<file path="config.mk">
export PLATFORM = sky130hd
export DESIGN_NAME = imm_decode_stage
export DESIGN_NICKNAME = d
export VERILOG_FILES = /design/src/rtl/imm_decode_stage.sv
export SDC_FILE = /design/constraint.sdc
export NUM_CORES = 1
export LEC_CHECK = 0
export BUFFER_PORTS_ARGS = -buffer_cell sky130_fd_sc_hd__buf_2
export CAP_MARGIN = 25
export CORE_ASPECT_RATIO = 1.75
export CORE_MARGIN = 3
export CORE_UTILIZATION = 53
export DETAILED_ROUTE_END_ITERATION = 6
export PLACE_DENSITY = 0.76
export SYNTH_ARGS = -nofsm -noshare
export SYNTH_HDL_FRONTEND = slang
export SYNTH_SLANG_ARGS = --single-unit
</file>
<file path="constraint.sdc">
create_clock -name i_clk -period 2.6 [get_ports i_clk]
set_clock_uncertainty 0.1 [all_clocks]
set_input_delay 0.52 -clock i_clk [delete_from_list [all_inputs] [get_ports i_clk]]
set_output_delay 0.52 -clock i_clk [all_outputs]
set_load 0.01 [all_outputs]
</file>
<file path="src/rtl/imm_decode_stage.sv">
// imm_decode_stage
// Registered, multi-lane immediate-decode stage for the RISC-V front end.
// Each lane's opcode is classified into an immediate format and the
// sign-extended XLEN-bit immediate is built before the bundle is stored, so
// both the output register (OUT) and the skid register (SKID) hold fully
// decoded results. A two-entry skid buffer keeps one bundle per cycle flowing
// under back-pressure while o_ready stays a registered signal.
//
// Ports:
//   i_clk, i_rst_n       clock, synchronous active-low reset
//   i_flush              synchronous flush: drop OUT, SKID and any same-cycle accept
//   i_valid / o_ready    upstream handshake (o_ready registered)
//   i_lane_valid         per-lane valid mask
//   i_instr              LANES x 32-bit instructions, lane k at [32k+31:32k]
//   o_valid / i_ready    downstream handshake
//   o_lane_valid         registered lane mask
//   o_instr              registered instruction passthrough
//   o_imm_src            per-lane format code, lane k at [3k+2:3k]
//   o_imm                per-lane sign-extended immediate, lane k at [XLEN*k +: XLEN]
//   o_illegal            per-lane unrecognised opcode, valid lanes only
module imm_decode_stage #(
    parameter int LANES = 1,
    parameter int XLEN  = 32
) (
    input  logic                    i_clk,
    input  logic                    i_rst_n,
    input  logic                    i_flush,
    input  logic                    i_valid,
    output logic                    o_ready,
    input  logic [LANES-1:0]        i_lane_valid,
    input  logic [LANES*32-1:0]     i_instr,
    output logic                    o_valid,
    input  logic                    i_ready,
    output logic [LANES-1:0]        o_lane_valid,
    output logic [LANES*32-1:0]     o_instr,
    output logic [LANES*3-1:0]      o_imm_src,
    output logic [LANES*XLEN-1:0]   o_imm,
    output logic [LANES-1:0]        o_illegal
);

    localparam logic [2:0] SRC_NO = 3'd0;
    localparam logic [2:0] SRC_RT = 3'd1;
    localparam logic [2:0] SRC_IT = 3'd2;
    localparam logic [2:0] SRC_ST = 3'd3;
    localparam logic [2:0] SRC_BT = 3'd4;
    localparam logic [2:0] SRC_UT = 3'd5;
    localparam logic [2:0] SRC_JT = 3'd6;

    typedef enum logic [1:0] {
        ST_EMPTY = 2'd0,
        ST_ONE   = 2'd1,
        ST_TWO   = 2'd2
    } buf_state_e;

    // One stored bundle: passthrough fields plus decoded results.
    typedef struct packed {
        logic [LANES-1:0]      lv;
        logic [LANES*32-1:0]   instr;
        logic [LANES*3-1:0]    src;
        logic [LANES*XLEN-1:0] imm;
        logic [LANES-1:0]      ill;
    } entry_t;

    // Map an opcode to its immediate format; the RV64 word opcodes only
    // decode when the stage is built for a 64-bit datapath.
    function automatic logic [2:0] classify(input logic [6:0] opc);
        logic [2:0] src;
        src = SRC_NO;
        case (opc)
            7'b0110011:                                 src = SRC_RT;
            7'b0010011, 7'b0000011,
            7'b1100111, 7'b1110011:                     src = SRC_IT;
            7'b0100011:                                 src = SRC_ST;
            7'b1100011:                                 src = SRC_BT;
            7'b1101111:                                 src = SRC_JT;
            7'b0010111, 7'b0110111:                     src = SRC_UT;
            7'b0011011:                                 src = (XLEN == 64) ? SRC_IT : SRC_NO;
            7'b0111011:                                 src = (XLEN == 64) ? SRC_RT : SRC_NO;
            default:                                    src = SRC_NO;
        endcase
        return src;
    endfunction

    // Assemble the 32-bit immediate for a format, then sign-extend to XLEN.
    function automatic logic [XLEN-1:0] build_imm(input logic [2:0] src,
                                                  input logic [31:7] ins);
        logic [31:0] imm32;
        imm32 = 32'd0;
        case (src)
            SRC_IT:  imm32 = {{20{ins[31]}}, ins[31:20]};
            SRC_ST:  imm32 = {{20{ins[31]}}, ins[31:25], ins[11:7]};
            SRC_BT:  imm32 = {{19{ins[31]}}, ins[31], ins[7], ins[30:25], ins[11:8], 1'b0};
            SRC_UT:  imm32 = {ins[31:12], 12'd0};
            SRC_JT:  imm32 = {{11{ins[31]}}, ins[31], ins[19:12], ins[20], ins[30:21], 1'b0};
            default: imm32 = 32'd0;
        endcase
        return XLEN'($signed(imm32));
    endfunction

    entry_t     dec_s;
    entry_t     out_r;
    entry_t     skid_r;
    buf_state_e state_r;
    buf_state_e state_n;
    logic       valid_r;
    logic       ready_r;
    logic       acc_s;
    logic       drn_s;
    logic       ld_out_dec_s;
    logic       ld_out_skid_s;
    logic       ld_skid_s;

    // Decode every lane of the incoming bundle; invalid lanes are decoded
    // too but never reported illegal.
    always_comb begin
        dec_s       = '0;
        dec_s.lv    = i_lane_valid;
        dec_s.instr = i_instr;
        for (int k = 0; k < LANES; k++) begin
            dec_s.src[3*k +: 3]       = classify(i_instr[32*k +: 7]);
            dec_s.imm[XLEN*k +: XLEN] = build_imm(dec_s.src[3*k +: 3], i_instr[32*k+7 +: 25]);
            dec_s.ill[k]              = i_lane_valid[k] & (dec_s.src[3*k +: 3] == SRC_NO);
        end
    end

    // Skid-buffer next-state and load enables.
    always_comb begin
        acc_s         = i_valid & ready_r;
        drn_s         = valid_r & i_ready;
        state_n       = state_r;
        ld_out_dec_s  = 1'b0;
        ld_out_skid_s = 1'b0;
        ld_skid_s     = 1'b0;
        case (state_r)
            ST_EMPTY: begin
                if (acc_s) begin
                    state_n      = ST_ONE;
                    ld_out_dec_s = 1'b1;
                end else begin
                    state_n = ST_EMPTY;
                end
            end
            ST_ONE: begin
                if (acc_s && !drn_s) begin
                    state_n   = ST_TWO;
                    ld_skid_s = 1'b1;
                end else if (acc_s && drn_s) begin
                    state_n      = ST_ONE;
                    ld_out_dec_s = 1'b1;
                end else if (drn_s) begin
                    state_n = ST_EMPTY;
                end else begin
                    state_n = ST_ONE;
                end
            end
            ST_TWO: begin
                // o_ready is low here, so only a drain can happen.
                if (drn_s) begin
                    state_n       = ST_ONE;
                    ld_out_skid_s = 1'b1;
                end else begin
                    state_n = ST_TWO;
                end
            end
            default: begin
                state_n = ST_EMPTY;
            end
        endcase
    end

    // State, handshake and storage registers; flush shares the reset path so
    // it overrides any same-cycle accept.
    always_ff @(posedge i_clk) begin
        if (!i_rst_n || i_flush) begin
            state_r <= ST_EMPTY;
            valid_r <= 1'b0;
            ready_r <= 1'b1;
            out_r   <= '0;
            skid_r  <= '0;
        end else begin
            state_r <= state_n;
            valid_r <= (state_n != ST_EMPTY);
            ready_r <= (state_n != ST_TWO);
            if (ld_out_dec_s) begin
                out_r <= dec_s;
            end else if (ld_out_skid_s) begin
                out_r <= skid_r;
            end else begin
                out_r <= out_r;
            end
            if (ld_skid_s) begin
                skid_r <= dec_s;
            end else begin
                skid_r <= skid_r;
            end
        end
    end

    assign o_valid      = valid_r;
    assign o_ready      = ready_r;
    assign o_lane_valid = out_r.lv;
    assign o_instr      = out_r.instr;
    assign o_imm_src    = out_r.src;
    assign o_imm        = out_r.imm;
    assign o_illegal    = out_r.ill;

endmodule
</file>
==> results.md <==
* Routed vias/inst at 6.12
* Total power at 5.15 mW
* Number of nets at the end of the flow at 832
* Count of routing violations after the opening detailed-route iteration at 469
* Number of maximum-capacitance constraint violations at 0
* Placed cell count at 905
* Post-placement setup slack at 275 ps
* Run status: completed
* Count of buffers added by post-CTS timing repair for setup at 0
* Crit path buffers/inverters at 0
* Total net switching power at 1.22 mW
* Number of distinct library cells after synthesis at 58
* Number of H-tree branching levels at 4
* Syn_area_per_cell at 8.51 µm²
* Post-route design area at 7240 µm²
* VDD IR-drop max at 0.000492 V
* Largest driver fanout on the critical path at 13
* Worst stage delay on the critical path at 410 ps
* Standard cell with the maximum stage delay on the critical path: sky130_fd_sc_hd__nand2_1
* Global-route wire length before repair at 27.4 mm
* Post-DP HPWL at 11.8 mm
* Post-Syn Instances at 710
* Initial standard-cell utilization of the core at 54.4%
* Hold buffer count at CTS at 0
* Clock transition at the registers of the reported paths at 60 ps
* Compound-gate portion of the synthesized area at 26.7%
* Per-cell routed wire length at 18.4 µm
* Asr flop ratio synth at 0%
* Worst path most repeated cell: sky130_fd_sc_hd__nand2_1
* Top-level port count at 109
* Core Footprint at 11100 µm²
* Crit path launch type: flop
* Proportion of total power due to net switching at 23.7%
* Residual DRC at 0
* Final Hold Violating Endpoints at 0
* Vias in the first global route at 5679
* Internal power at 3.93 mW
* CTS tree: built
* Sequential-to-total area share from yosys stat at 47.1%
* Setup-violating endpoint count in the final report at 0
* Mux contribution to synthesized area at 0.435%
* CTS Buf Count at 17
* Post-synth EDFFs at 0
* Worst EP required at 2820 ps
* Cts repair resizes at 0
* Clock latency of the later-clocked register in the worst-skew pair at 410 ps
* Placement Cell Area at 6650 µm²
* Largest net degree at the start of global routing at 52
* Final wirelength at 17.2 mm
* Die extent in x at 86.7 µm
* Yosys Warn Count at 0
* Combinational share of power at 8.9%
* Die area at 12800 µm²
* WS Path Type: flop to flop
* Number of I/O port buffers at 108
* Kind of cell adding the most delay to the critical path: simple AND/OR/NAND/NOR gates
* Global-route congestion overflow total at 0
* Share of cells above drive strength 1 at 24.8%
* Detailed-router iteration count before antenna repair at 5
* Combinational family with the most area after synthesis: compound AO/OA/AOI/OAI gates
* Number of cells traversed by the worst hold path at 3
* Area of the multi-input gates at 2890 µm²
* Hold WC Path Type: input port to flop
* Area added between synthesis and finish at 20.0%
* Part of the power in the clock network at 47.5%
* Area of the mapped netlist at 6040 µm²
* Total of flip-flops plus latches after synthesis at 142
* Share of power burned in registers at 43.6%
* Worst max-slew margin expressed relative to the limit at 59.7%
* Share of the synthesized netlist area taken by xor and xnor gates at 0.145%
* Post-route clock period utilization at 81.5%
* Leading register cell type out of synthesis: sky130_fd_sc_hd__dfxtp_1
* Cell at the root of the clock tree: sky130_fd_sc_hd__clkbuf_16
* Area taken by flip-flops and latches at 2840 µm²
* Transition time at the pin with the least slew margin at 605 ps
* Net count after synthesis at 750
* Data arrival time of the critical path at 2340 ps
* Total Routing Usage GR at 27.2%
* Cell breakdown of the critical path: and2_1 -> ha_1 -> nand2_1 -> a21oi_4 -> nand2_1 -> o22ai_1
* Adder-cell share of the synthesized area at 0.414%
* Initial antenna violation count at 0
* Via count at 5725
* Cell area power density at 712 nW/µm²
* Global placer's final weighted congestion at 0.868
* PnR worst setup slack at 482 ps
* Number of core rows at 51
* Number of nets with antenna violations after routing at 0
* Total stage count of the critical path at 6
* Final cell count without fillers at 936
* Number of slew-limit violations in the final report at 0
* Clk buf depth at 2
* Total negative setup slack at 0 ps
* Minimum clock period after layout at 2120 ps
* DIE HEIGHT at 147 µm
* Number of fillers in the final layout at 972
* Simple-gate share of the synthesized area at 20.0%
* Crit end category: flop
* Leakage power at 2.73 nW
* Length in cells of the worst reg-to-reg path at 6
* F_max at 472 MHz
* Total clock sinks at 142
* Number of diodes added for antenna fixing at 0
* Setup repair after global routing missed its margin: false
-- cells in the mapped netlist, types with 2 or more instances --
cell type,n,share of area (%)
sky130_fd_sc_hd__a221oi_1,3,0.44
sky130_fd_sc_hd__clkbuf_1,28,1.7
sky130_fd_sc_hd__a32oi_1,9,1.3
sky130_fd_sc_hd__a21oi_1,58,4.8
sky130_fd_sc_hd__a211oi_2,16,3.3
sky130_fd_sc_hd__nor2b_1,3,0.31
sky130_fd_sc_hd__o21ai_1,7,0.58
sky130_fd_sc_hd__inv_1,3,0.19
sky130_fd_sc_hd__a22oi_1,25,3.1
sky130_fd_sc_hd__nand3b_1,2,0.25
sky130_fd_sc_hd__nand2b_1,3,0.31
sky130_fd_sc_hd__and3_1,13,1.3
sky130_fd_sc_hd__buf_4,7,0.87
sky130_fd_sc_hd__a21oi_4,3,0.81
sky130_fd_sc_hd__nand3_1,13,1.1
sky130_fd_sc_hd__nand2_1,122,7.6
sky130_fd_sc_hd__o21ai_0,16,1.3
sky130_fd_sc_hd__o221ai_1,33,4.8
sky130_fd_sc_hd__a31oi_1,14,1.5
sky130_fd_sc_hd__o211ai_1,2,0.25
sky130_fd_sc_hd__a21oi_2,8,1.2
sky130_fd_sc_hd__nor2_1,99,6.2
sky130_fd_sc_hd__nor3_1,3,0.25
sky130_fd_sc_hd__buf_2,27,2.2
sky130_fd_sc_hd__o22ai_1,15,1.6
sky130_fd_sc_hd__ha_1,2,0.41
sky130_fd_sc_hd__and2_1,4,0.41
sky130_fd_sc_hd__dfxtp_1,142,47
-- through the flow --
step                hold slack [ps]  utilization, %
detailed placement              350            59.9
floorplan                       332               -
CTS                             280            65.2
global route                    276            65.2
finish                          293            65.2
global placement                341            59.9
-- power groups by stage --
stage | logic [mW] | registers (mW) | clock network, mW
detailed placement | 0.452 | 2.30 | 0
global placement | 0.439 | 2.29 | 0
finish | 0.459 | 2.25 | 2.45
CTS | 0.454 | 2.25 | 2.46
floorplan | 0.269 | 2.31 | 0
global route | 0.496 | 2.25 | 2.56
-- area by class of cell --
cell class / count / area share (%)
well taps: 132 / 2.28
inverters: 3 / 0.155
clock buffers: 21 / 6.36
flip-flops and latches: 142 / 39.2
clock inverters: 10 / 1.90
repair buffers: 127 / 10.1
multi-input cells: 501 / 39.9
-- registers in the layout, indices dropped and copies added, names as in the netlist, 2 cells and up --
| signal | count |
|---|---|
| o_imm_src | 3 |
| o_instr | 32 |
| skid_r | 69 |
| o_imm | 32 |
| state_r | 2 |
-- cells by family after synthesis --
| kind of cell | after synthesis |
|---|---|
| xor gates and xnor gates | 1 |
| adders and majority gates | 2 |
| buffers and inverters | 67 |
| muxes | 2 |
| AOI/OAI and AO/OA | 220 |
| DFF | 142 |
| and+or+nand+nor | 276 |
-- cell usage in the layout (no fill, tap or decap), drive strengths merged, types with 2 or more instances in the layout --
cell	netlist	layout
clkbuf	28	21
and3	13	13
nand3b	3	3
mux2	2	2
dfxtp	142	142
and2	4	4
nor2b	4	4
buf	36	127
ha	2	2
or3	2	2
clkinvlp	0	2
o211ai	2	2
o221ai	33	33
clkinv	0	4
o21ai	24	24
o22ai	16	16
a22oi	25	25
a211oi	17	17
nand2	123	123
a21oi	69	69
a221oi	3	3
nor2	101	101
or2	2	2
a32oi	9	9
bufinv	0	3
a31oi	15	15
inv	3	4
nor3	3	3
nand3	13	13
nand2b	3	3
-- worst paths after layout --
kind / start / to / slack (ps)
worst min-delay path: i_instr[11] / skid_r[47] / 290
worst min register to register: skid_r[63] / skid_r[63] / 360
worst max-delay path: o_ready / o_imm[30] / 480
worst max register to register: o_ready / o_imm[30] / 480
-- worst register-to-register path, delay by kind of cell, from the launching register on --
kind / cells / cell delay (ps)
AO/OA/AOI/OAI: 2 / 680
adder cells (fa/ha/maj): 1 / 160
AND/OR/NAND/NOR: 3 / 710
flip-flops: 1 / 380
-- layer usage --
metal | track usage [%] | vias to the layer above | share of wire [%]
li1 | - | 2688 | -
met1 | 29.6 | 2706 | 37
met2 | 47.2 | 269 | 52
met3 | 5.84 | 62 | 6.2
met4 | 16.0 | 0 | 5.0
met5 | 0 | - | 0
No activity file was read; power rests on OpenSTA's default activity.
